[config.mk]
export PLATFORM = sky130hd
export DESIGN_NAME = fifo_wr_arbiter
export DESIGN_NICKNAME = d
export VERILOG_FILES = /design/src/rtl/fifo_arb_pkg.sv /design/src/rtl/fifo_wr_arbiter.sv
export SDC_FILE = /design/constraint.sdc
export NUM_CORES = 1
export LEC_CHECK = 0
export BUFFER_PORTS_ARGS = -buffer_cell sky130_fd_sc_hd__buf_2
export CAP_MARGIN = 20
export CORE_UTILIZATION = 35
export CTS_CLUSTER_SIZE = 12
export DETAILED_ROUTE_END_ITERATION = 10
export GPL_TIMING_DRIVEN = 0
export HOLD_SLACK_MARGIN = 0.08
export PLACE_DENSITY_LB_ADDON = 0.12
export SYNTH_ARGS = -nofsm -noshare
export SYNTH_HDL_FRONTEND = slang
export SYNTH_SLANG_ARGS = --single-unit
[constraint.sdc]
create_clock -name clock -period 2 [get_ports clock]
set_input_delay 0.6 -clock clock [delete_from_list [all_inputs] [get_ports clock]]
set_output_delay 0.6 -clock clock [all_outputs]
set_load 0.05 [all_outputs]
[src/rtl/fifo_arb_pkg.sv]
// Shared definitions for the two-requester FIFO write arbiter.
//   - arb_state_e : arbiter FSM state encoding (IDLE, SERVE0, SERVE1)
//   - DEF_WIDTH   : default data word width (matches the 4-bit FIFO)
//   - DEF_BURST_MAX / DEF_BURST_W : default burst length and counter width
package fifo_arb_pkg;

    typedef enum logic [1:0] {
        IDLE   = 2'd0,
        SERVE0 = 2'd1,
        SERVE1 = 2'd2
    } arb_state_e;

    localparam int DEF_WIDTH     = 4;
    localparam int DEF_BURST_MAX = 8;
    localparam int DEF_BURST_W   = 8;

endpackage : fifo_arb_pkg

[src/rtl/fifo_wr_arbiter.sv]
// Round-robin write arbiter with bounded bursts placing two producers onto
// the single write port of a synchronous FIFO. Stalls on fifo_full without
// dropping or duplicating words.
//
// Ports:
//   clock      in   rising-edge clock
//   reset      in   asynchronous active-high reset
//   req0/req1  in   requester N has a word on dataN
//   data0/1    in   requester words (WIDTH bits)
//   fifo_full  in   FIFO full flag
//   gnt0/gnt1  out  registered: requester N owns the write port
//   ack0/ack1  out  combinational: requester N word accepted this cycle
//   write      out  combinational: FIFO write strobe
//   fifo_in    out  combinational: FIFO write data
module fifo_wr_arbiter
    import fifo_arb_pkg::*;
#(
    parameter int WIDTH     = DEF_WIDTH,
    parameter int BURST_MAX = DEF_BURST_MAX,
    parameter int BURST_W   = DEF_BURST_W
) (
    input  logic             clock,
    input  logic             reset,
    input  logic             req0,
    input  logic [WIDTH-1:0] data0,
    input  logic             req1,
    input  logic [WIDTH-1:0] data1,
    input  logic             fifo_full,
    output logic             gnt0,
    output logic             gnt1,
    output logic             ack0,
    output logic             ack1,
    output logic             write,
    output logic [WIDTH-1:0] fifo_in
);

    arb_state_e         state_q, state_d;
    logic [BURST_W-1:0] beat_cnt_q, beat_cnt_d;
    logic               rr_last_q, rr_last_d;   // 0: requester 0 last served, 1: requester 1
    logic               gnt0_q, gnt1_q;
    logic               last_beat_s;

    // Grants come straight from flops, so an async reset kills acks/write at once.
    assign ack0    = gnt0_q & req0 & ~fifo_full;
    assign ack1    = gnt1_q & req1 & ~fifo_full;
    assign write   = ack0 | ack1;
    assign fifo_in = gnt1_q ? data1 : data0;
    assign gnt0    = gnt0_q;
    assign gnt1    = gnt1_q;

    // The word being acked now is the BURST_MAX-th of this grant.
    assign last_beat_s = (beat_cnt_q == BURST_W'(BURST_MAX - 1));

    // Next-state logic: grant selection, burst counting and round-robin pointer.
    always_comb begin
        state_d    = state_q;
        beat_cnt_d = beat_cnt_q;
        rr_last_d  = rr_last_q;
        case (state_q)
            IDLE: begin
                if (req0 && req1) begin
                    // Tie goes to whoever was not served most recently.
                    state_d = rr_last_q ? SERVE0 : SERVE1;
                end else if (req0) begin
                    state_d = SERVE0;
                end else if (req1) begin
                    state_d = SERVE1;
                end else begin
                    state_d = IDLE;
                end
            end
            SERVE0: begin
                if (!req0 || (ack0 && last_beat_s)) begin
                    rr_last_d  = 1'b0;
                    beat_cnt_d = '0;
                    if (req1) begin
                        state_d = SERVE1;
                    end else if (req0) begin
                        state_d = SERVE0;
                    end else begin
                        state_d = IDLE;
                    end
                end else if (ack0) begin
                    beat_cnt_d = beat_cnt_q + BURST_W'(1);
                end else begin
                    // Stalled on fifo_full: hold grant and count.
                    beat_cnt_d = beat_cnt_q;
                end
            end
            SERVE1: begin
                if (!req1 || (ack1 && last_beat_s)) begin
                    rr_last_d  = 1'b1;
                    beat_cnt_d = '0;
                    if (req0) begin
                        state_d = SERVE0;
                    end else if (req1) begin
                        state_d = SERVE1;
                    end else begin
                        state_d = IDLE;
                    end
                end else if (ack1) begin
                    beat_cnt_d = beat_cnt_q + BURST_W'(1);
                end else begin
                    beat_cnt_d = beat_cnt_q;
                end
            end
            default: begin
                state_d    = IDLE;
                beat_cnt_d = '0;
            end
        endcase
    end

    // State, burst counter, round-robin pointer and registered grants.
    always_ff @(posedge clock or posedge reset) begin
        if (reset) begin
            state_q    <= IDLE;
            beat_cnt_q <= '0;
            rr_last_q  <= 1'b1;
            gnt0_q     <= 1'b0;
            gnt1_q     <= 1'b0;
        end else begin
            state_q    <= state_d;
            beat_cnt_q <= beat_cnt_d;
            rr_last_q  <= rr_last_d;
            gnt0_q     <= (state_d == SERVE0);
            gnt1_q     <= (state_d == SERVE1);
        end
    end

endmodule : fifo_wr_arbiter
-- Word level (Yosys, flattened, before mapping)
Index checks and enable logic that the tools add are counted.
- equal/unequal tests: 9
- reduce and logical (&&, ||, !) cells: 11
- multiplexer cells: 18
- bitwise gates (word level): 7
- add/sub/neg operators: 1
- operators with widths (operator ; number):
    2-to-1 mux 8 bit ; 4
    one-hot mux 8 bit (3 select lines) ; 1
    2-to-1 mux 2 bit ; 7
    adder 8 x 1 -> 8 bit (second input constant) ; 1
    == test 8 x 3 -> 1 bit (second input constant) ; 1
    != test 3 bit (second input constant) ; 2
    one-hot mux 2 bit (3 select lines) ; 1
    AND reduction 3 bit ; 2
    bitwise AND 1 bit ; 4
    == test 2 x 1 -> 1 bit (second input constant) ; 2
    == test 2 bit (second input constant) ; 2
    2-to-1 mux 4 bit ; 1
    != test 2 bit (second input constant) ; 2
    logical AND 1 bit ; 3
    2-to-1 mux 1 bit ; 3
    zero test 1 bit ; 2
    zero test 2 bit ; 1
    logical OR 1 bit ; 2
    inverter 1 bit ; 2
    one-hot mux 1 bit (2 select lines) ; 1
    nonzero test 2 bit ; 1
    bitwise OR 1 bit ; 1
- output and inout port bits: 9
- flip-flop bits (word level): 13

-- Longest topological paths before layout
Gate-level depths: netlist (run 1).
- depth after elaboration: 7
- depth in mapped cells: 8
- depth with buffers taken out: 7

-- Least setup slack after synthesis (run 1)
OpenSTA, ideal clock, no wires.
- kind: reg-to-output
- from: reg gnt1_q, in the netlist gnt1
- to: out write
- arrival time: 1.367 ns
- cell stages (with the launch flop): 3
- path slack: 0.033 ns
- path through: dfrtp_1 > nand3b_1 > nand2_1
- longest elaborated chain between the ends: 3
- RTL lines (what ; line ; text):
    start: declaration ; fifo_wr_arbiter.sv:40 ; logic gnt0_q, gnt1_q;
    start signal: assignment ; fifo_wr_arbiter.sv:127 ; gnt1_q <= (state_d == SERVE1);
    bitwise AND 1 bit (2 in series) ; fifo_wr_arbiter.sv:45 ; assign ack1 = gnt1_q & req1 & ~fifo_full;
    bitwise OR 1 bit ; fifo_wr_arbiter.sv:46 ; assign write = ack0 | ack1;
    end: declaration ; fifo_wr_arbiter.sv:33 ; output logic write,
Every way passes these cells.

-- Final worst setup path (run 1)
- from: reg beat_cnt_q[3]
- to: reg beat_cnt_q[3]
- longest elaborated chain between the ends: 5
- RTL lines (what ; line ; text):
    start: declaration ; fifo_wr_arbiter.sv:38 ; logic [BURST_W-1:0] beat_cnt_q, beat_cnt_d;
    start signal: assignment ; fifo_wr_arbiter.sv:124 ; beat_cnt_q <= beat_cnt_d;
    branches (longest 5 deep; another with adder 8 x 1 -> 8 bit) ; n/a ;
Several ways; the timed one is not identified. The select of a mux whose other input is x is not followed.
A chain may end at the register's enable or synchronous reset.

==> impl_metrics.ini, run 1 <==
[status]
status = finished, final reports clean

[placement]
portBuffers = 21
post_detailed_placement_cell_area_um2 = 1060
gp_congestion = 0.870
pre_cts_slack_ns = -0.263
detailedPlacementHpwl_mm = 1.51

[power]
power_density_nw_per_um2 = 1140
irDropWorstVdd_mv = 0.647
total_leakage_power_nw = 0.592

[detailed_routing]
met2RoutedLength_um = 972
vias_per_cell = 5.42
highest-signal-layer = met4
detailroute.wirelength.met3_um = 102
postRouteAntennaNets = 0
drc = 0
route.vias.total = 905
detailedRoute.firstIterationViolations = 27
wire_length_reported_by_the_detailed_router_mm = 2.15
wire_per_inst_um = 12.9
wirelength_met1_mm = 1.04
firstDrtPassIters = 4

[worst_setup_path]
critical_path_rt_ns = 2.18
critical-path-slowest-cell = sky130_fd_sc_hd__or4_4
crit-reg2reg-capture = beat_cnt_q[3]
critical_path.startpoint_type = flop
r2r_slack_ns = 0.06
end_kind = flop
timing.critical_path.arrival_ns = 2.12
maximum_fanout_along_the_worst_path = 5
critical_path.endpoint = beat_cnt_q[3]
crit_chain = or4_4 > nor4_4 > o22a_1 > buf_6 > o21bai_1 > a21o_1
rr_startpoint = beat_cnt_q[3]
criticalPathCategory = reg -> reg
cp_slowest_stage_delay_ns = 0.58
worst-r2r-cell-count = 6
timing.critical_path.from = beat_cnt_q[3]

[synth]
synth_edf_count = 0
synth.cells.most_frequent = 12 x sky130_fd_sc_hd__dfrtp_1, 11 x sky130_fd_sc_hd__inv_1, 11 x sky130_fd_sc_hd__nand2_1
synth_top_family_by_area = simple AND/OR/NAND/NOR gates
ys_seq_elements = 13
post-synth-top-area-fraction_pct = 32.8
yosys.area_share.xor_xnor_pct = 0
async_flop_share_pct = 100
most_used_flip_flop_cell_after_synthesis = sky130_fd_sc_hd__dfrtp_1
number_of_unique_standard_cell_types_used_by_synthesis = 36
syn-cell-area_um2 = 916
ys_seq_area_share_pct = 35.7
synth_largest_area_cell = sky130_fd_sc_hd__dfrtp_1
synth.most_common_cell = sky130_fd_sc_hd__dfrtp_1
postSynthCellCount = 102
synth_fa_ha_area_share_pct = 6.83
postSynthAreaPerCell_um2 = 8.98
synth_net_count = 120
synth.yosys.warnings = 0
synth.area.top_cells = sky130_fd_sc_hd__dfrtp_1 33%, sky130_fd_sc_hd__ha_1 6.8%, sky130_fd_sc_hd__mux2_2 4.9%
muxShareOfSynthArea_pct = 4.92
synth_simple_gate_area_share_pct = 25.3
synth_compound_area_share_pct = 21.2

[cells_and_area]
design_area_um2 = 1190
regArea_um2 = 328
layout-drive-gt1-share_pct = 36.5
combined_area_of_the_multi_input_logic_cells_um2 = 558
num-fill-cells = 256
postLayoutCoreUtil_pct = 48.2
layout-area-overhead-vs-synth_pct = 30.5
fin_nets = 156
insertedDiodeCount = 0

[floorplan]
die_w_um = 53.2
effective_utilization_at_floorplan_pct = 37.0
fp.dieArea_um2 = 2830
io_pins = 22
row_count = 18
floorplan.core_area_um2 = 2480
chipHeight_um = 53.2

[sta]
finalClockSkew_ns = 0.00263
finalCritPeriodShare_pct = 97.1
postLayoutSetupSlackWorst_ns = 0.0582
clock.fmax_mhz = 515
maxSlewHeadroom_pct = 65.4
timing.final.setup_violations = 0
fin_tns_setup_ns = 0
max_slew.worst_pin.slew_ns = 0.518
slew_viol_final = 0
final_period_minus_worst_setup_slack_ns = 1.94
rsz0062_at_grt = yes
finalHoldViolCount = 0

[grt]
gr-total-overflow = 0
grt_pass1_wl_mm = 3.21
groute.usage.overall_pct = 16.0
grt_start_max_net_pins = 14
grt_antenna_before_repair = 0
grt_pass1_vias = 733

[worst_hold_path]
class_of_the_tightest_hold_or_removal_check = in -> async

[clocking]
post_cts_hold_buffer_count = 0
cts_htree_levels = 1
cts_tree = built
ctsRootBufferMaster = sky130_fd_sc_hd__clkbuf_4
cts.sink_count = 13
cts.clk_slew.worst_paths_ns = 0.08
cts_buf_count = 3
clockBufferDepth = 2
clkLatencyLatePin_ns = 0.29

[job]
max_cap_viol_count = 0
sequential cells by signal (all words and copies together) (netlist names):
register,flops
gnt0,1
state_q,2
gnt1,1
rr_last_q,1
beat_cnt_q,8
placed cells by master (no fill, tap or decap), drive strengths merged, types with 3 or more instances in the layout:
cell type / n
buf: 30
dfrtp: 12
nand2: 11
inv: 11
clkbuf: 7
nand3: 6
nor3: 5
o21ai: 5
a21oi: 5
ha: 5
a21o: 4
mux2: 4
nor4: 3
power breakdown:
| group | total, mW | switching [mW] | internal [mW] |
|---|---|---|---|
| clock network | 0.171 | 0.0937 | 0.0776 |
| logic | 0.802 | 0.493 | 0.309 |
| registers | 0.390 | 0.0602 | 0.330 |
| total | 1.36 | 0.647 | 0.716 |
what timing repair did:
item | CTS | global route
pin swaps | 3 | 3
resized for setup | 3 | 9
setup endpoints to repair | 12 | 15
cloned | 0 | 1
buffers inserted | 6 | 3
logic make-up after synthesis:
| logic type | Yosys count |
|---|---|
| AND/OR/NAND/NOR | 39 |
| AO/OA/AOI/OAI | 28 |
| buffers and inverters | 13 |
| flip-flops | 13 |
| adder cells (fa/ha/maj) | 5 |
| multiplexers | 4 |
per-stage QoR:
stage,total power [mW],instances,hold slack (ns)
after CTS,1.33,163,0.347
after global routing,1.47,167,0.377
final,1.36,167,0.330
after detailed placement,1.12,153,0.501
after global placement,1.11,153,0.486
after floorplan,0.961,102,0.467
cell type report:
cell class,count,area share (%)
buffer,2,1.57
clock buffer,4,2.20
inverter,11,3.46
multi-input combinational,76,46.7
sequential,13,27.4
tap,30,3.14
timing repair buffer,31,15.5
per-layer routing:
layer | global-route usage, % | vias up
met5 | 0 | -
met4 | 6.58 | 0
met3 | 2.59 | 4
met2 | 25.3 | 29
met1 | 21.5 | 428
li1 | - | 444
critical path: cells and delay by family, from the launching register on:
kind / cells / cell delay, ns
flops: 1 / 0.39
simple gates: 2 / 0.84
buf+inv: 1 / 0.12
compound gates: 3 / 0.49
how the worst min path moves through the flow:
stage                       start            end  slack [ns]  cells past startpoint
floorplan           beat_cnt_q[1]  beat_cnt_q[1]        0.47                      2
global placement    beat_cnt_q[1]  beat_cnt_q[1]        0.49                      2
detailed placement  beat_cnt_q[1]  beat_cnt_q[1]        0.50                      2
CTS                         reset  beat_cnt_q[0]        0.35                      2
global route                reset  beat_cnt_q[0]        0.38                      2
finish                      reset  beat_cnt_q[0]        0.33                      2
No activity file was read; power rests on OpenSTA's default activity.
==> inputs of run 2 (changes only) <==
==> constraint.sdc (replaced) <==
create_clock -name clock -period 2 [get_ports clock]
set_input_delay 0.6 -clock clock [delete_from_list [all_inputs] [get_ports clock]]
set_output_delay 0.6 -clock clock [all_outputs]
set_load 0.1 [all_outputs]
==> run 2 against run 1 <==
Against the previous run:
- clock power hardly changed
- worst hold slack better by 0.016 ns
- register-to-register slack lost 0.03 ns
- wire length grew 2.2%
- non-clock buffer count down 1
- fmax fell by 2.1%
- critical endpoint is now ack1
- largest power group unchanged
==> impl_metrics.ini, run 2 (synthesized netlist as in run 1, its figures left out) <==
[status]
status = finished, final reports clean

[clocking]
clkLatencyLatePin_ns = 0.28
cts_tree = built
cts.clk_slew.worst_paths_ns = 0.08
cts.sink_count = 13
clockBufferDepth = 2
cts_htree_levels = 1
cts_buf_count = 3
ctsRootBufferMaster = sky130_fd_sc_hd__clkbuf_4

[cells_and_area]
insertedDiodeCount = 0
largest_registers = beat_cnt_q x8, state_q x2
layout-drive-gt1-share_pct = 39.0
largest_register_ffs = 8
postLayoutCoreUtil_pct = 50.2
mostFrequentLayoutCell = sky130_fd_sc_hd__buf_2
num-fill-cells = 252
design_area_um2 = 1240
fin_cells = 166
layout-area-overhead-vs-synth_pct = 35.8
most-common-layout-cells = 14 x sky130_fd_sc_hd__buf_2, 12 x sky130_fd_sc_hd__buf_4, 10 x sky130_fd_sc_hd__nand2_1, 10 x sky130_fd_sc_hd__dfrtp_1, 9 x sky130_fd_sc_hd__inv_1
fin_nets = 155
regMostFlops = beat_cnt_q

[sta]
finalClockSkew_ns = 0.00149
maxSlewHeadroom_pct = 63.8
fin_worst_hold_slack_ns = 0.346
rsz0062_at_grt = yes
slew_viol_final = 0
final_period_minus_worst_setup_slack_ns = 1.98
max_slew.worst_pin.slew_ns = 0.543
finalHoldViolCount = 0
postLayoutSetupSlackWorst_ns = 0.0169
timing.final.setup_violations = 0
finalCritPeriodShare_pct = 99.2
clock.fmax_mhz = 504

[placement]
pre_cts_slack_ns = -0.281
post_detailed_placement_cell_area_um2 = 1090
portBuffers = 21
detailedPlacementHpwl_mm = 1.49
gp_congestion = 0.854
dp_cells = 153

[job]
max_cap_viol_count = 0

[floorplan]
fp.dieArea_um2 = 2830
effective_utilization_at_floorplan_pct = 37.0
die_w_um = 53.2
row_count = 18
chipHeight_um = 53.2
floorplan.core_area_um2 = 2480
io_pins = 22

[power]
power_density_nw_per_um2 = 1300
total_switching_power_uw = 854
total_leakage_power_nw = 0.577
pwr-share-comb_pct = 64.6
cell_internal_pwr_uw = 757
irDropWorstVdd_mv = 0.770
clock_power_share_pct = 10.4
power.share.switching_pct = 53.0
power.share.sequential_pct = 24.9

[worst_hold_path]
class_of_the_tightest_hold_or_removal_check = in -> async

[worst_setup_path]
cp_slowest_stage_delay_ns = 0.53
critPathBufInv = 2
crit_chain = nand3b_1 > clkinvlp_4 > buf_6
critical_path_rt_ns = 1.40
critical_path.startpoint_type = flop
worst-r2r-cell-count = 6
critical-path-slowest-cell = sky130_fd_sc_hd__dfrtp_4
r2r_slack_ns = 0.03
critical_path.top_delay_family = flip-flops
timing.critical_path.arrival_ns = 1.38
criticalPathCategory = reg -> out
end_kind = output port
maximum_fanout_along_the_worst_path = 7
cp.depth = 3

[detailed_routing]
firstDrtPassIters = 4
wire_length_reported_by_the_detailed_router_mm = 2.20
postRouteAntennaNets = 0
wire_per_inst_um = 13.2
detailedRoute.firstIterationViolations = 19
vias_per_cell = 5.52
drc = 0
route.vias.total = 916

[grt]
grt_antenna_before_repair = 0
groute.usage.overall_pct = 17.0
grt_pass1_wl_mm = 3.39
grt_start_max_net_pins = 14
gr-total-overflow = 0
grt_pass1_vias = 755
[run 2: timing repair]
item                                    CTS  global route
hold buffers                              0             0
resized for setup                         8            11
pin swaps                                 5             9
setup buffers                             7             1
cloned                                    0             1
endpoints found under the setup margin   16            13
[run 2: path summary, 6_finish.rpt]
path                               start       endpoint
setup / recovery                    gnt1           ack1
hold / removal                     reset  beat_cnt_q[0]
setup reg to reg           beat_cnt_q[3]           gnt0
hold reg to reg            beat_cnt_q[1]  beat_cnt_q[1]
max in group asynchronous          reset           gnt0
min in group clock         beat_cnt_q[1]  beat_cnt_q[1]
[run 2: through the flow]
stage / setup TNS (ns) / power, mW
after floorplan: -0.0654 / 1.19
after global placement: -2.51 / 1.34
after detailed placement: -2.60 / 1.35
after CTS: -0.00357 / 1.57
after global routing: -0.234 / 1.72
final: 0 / 1.61
[run 2: worst register-to-register path, stage by stage, from the launching register on]
cell	delay [ns]
sky130_fd_sc_hd__dfrtp_1	0.40
sky130_fd_sc_hd__or4_4	0.58
sky130_fd_sc_hd__nor4_4	0.23
sky130_fd_sc_hd__buf_4	0.19
sky130_fd_sc_hd__o221ai_1	0.12
sky130_fd_sc_hd__o211a_1	0.18
sky130_fd_sc_hd__and3b_1	0.17
[run 2: layout make-up]
type,count,area (um^2),share of cell area (%)
Multi-Input combinational cell,76,569,45.8
Sequential cell,13,334,26.9
Timing Repair Buffer,30,209,16.8
Inverter,11,48.8,3.92
Tap cell,30,37.5,3.02
Clock buffer,4,26.3,2.11
Buffer,2,18.8,1.51
[run 2: layer usage]
| layer | up-vias | routed length [um] | GRT usage [%] |
|---|---|---|---|
| li1 | 443 | - | - |
| met1 | 424 | 984 | 22.6 |
| met2 | 40 | 1000 | 25.9 |
| met3 | 9 | 150 | 3.74 |
| met4 | 0 | 57 | 7.89 |
| met5 | - | 0 | 0 |
[run 2: power groups by stage]
stage	combinational, mW	sequential [mW]	clock [mW]
floorplan	0.658	0.527	0
global placement	0.933	0.404	0
detailed placement	0.940	0.406	0
CTS	0.995	0.400	0.174
global route	1.12	0.413	0.190
finish	1.04	0.402	0.168
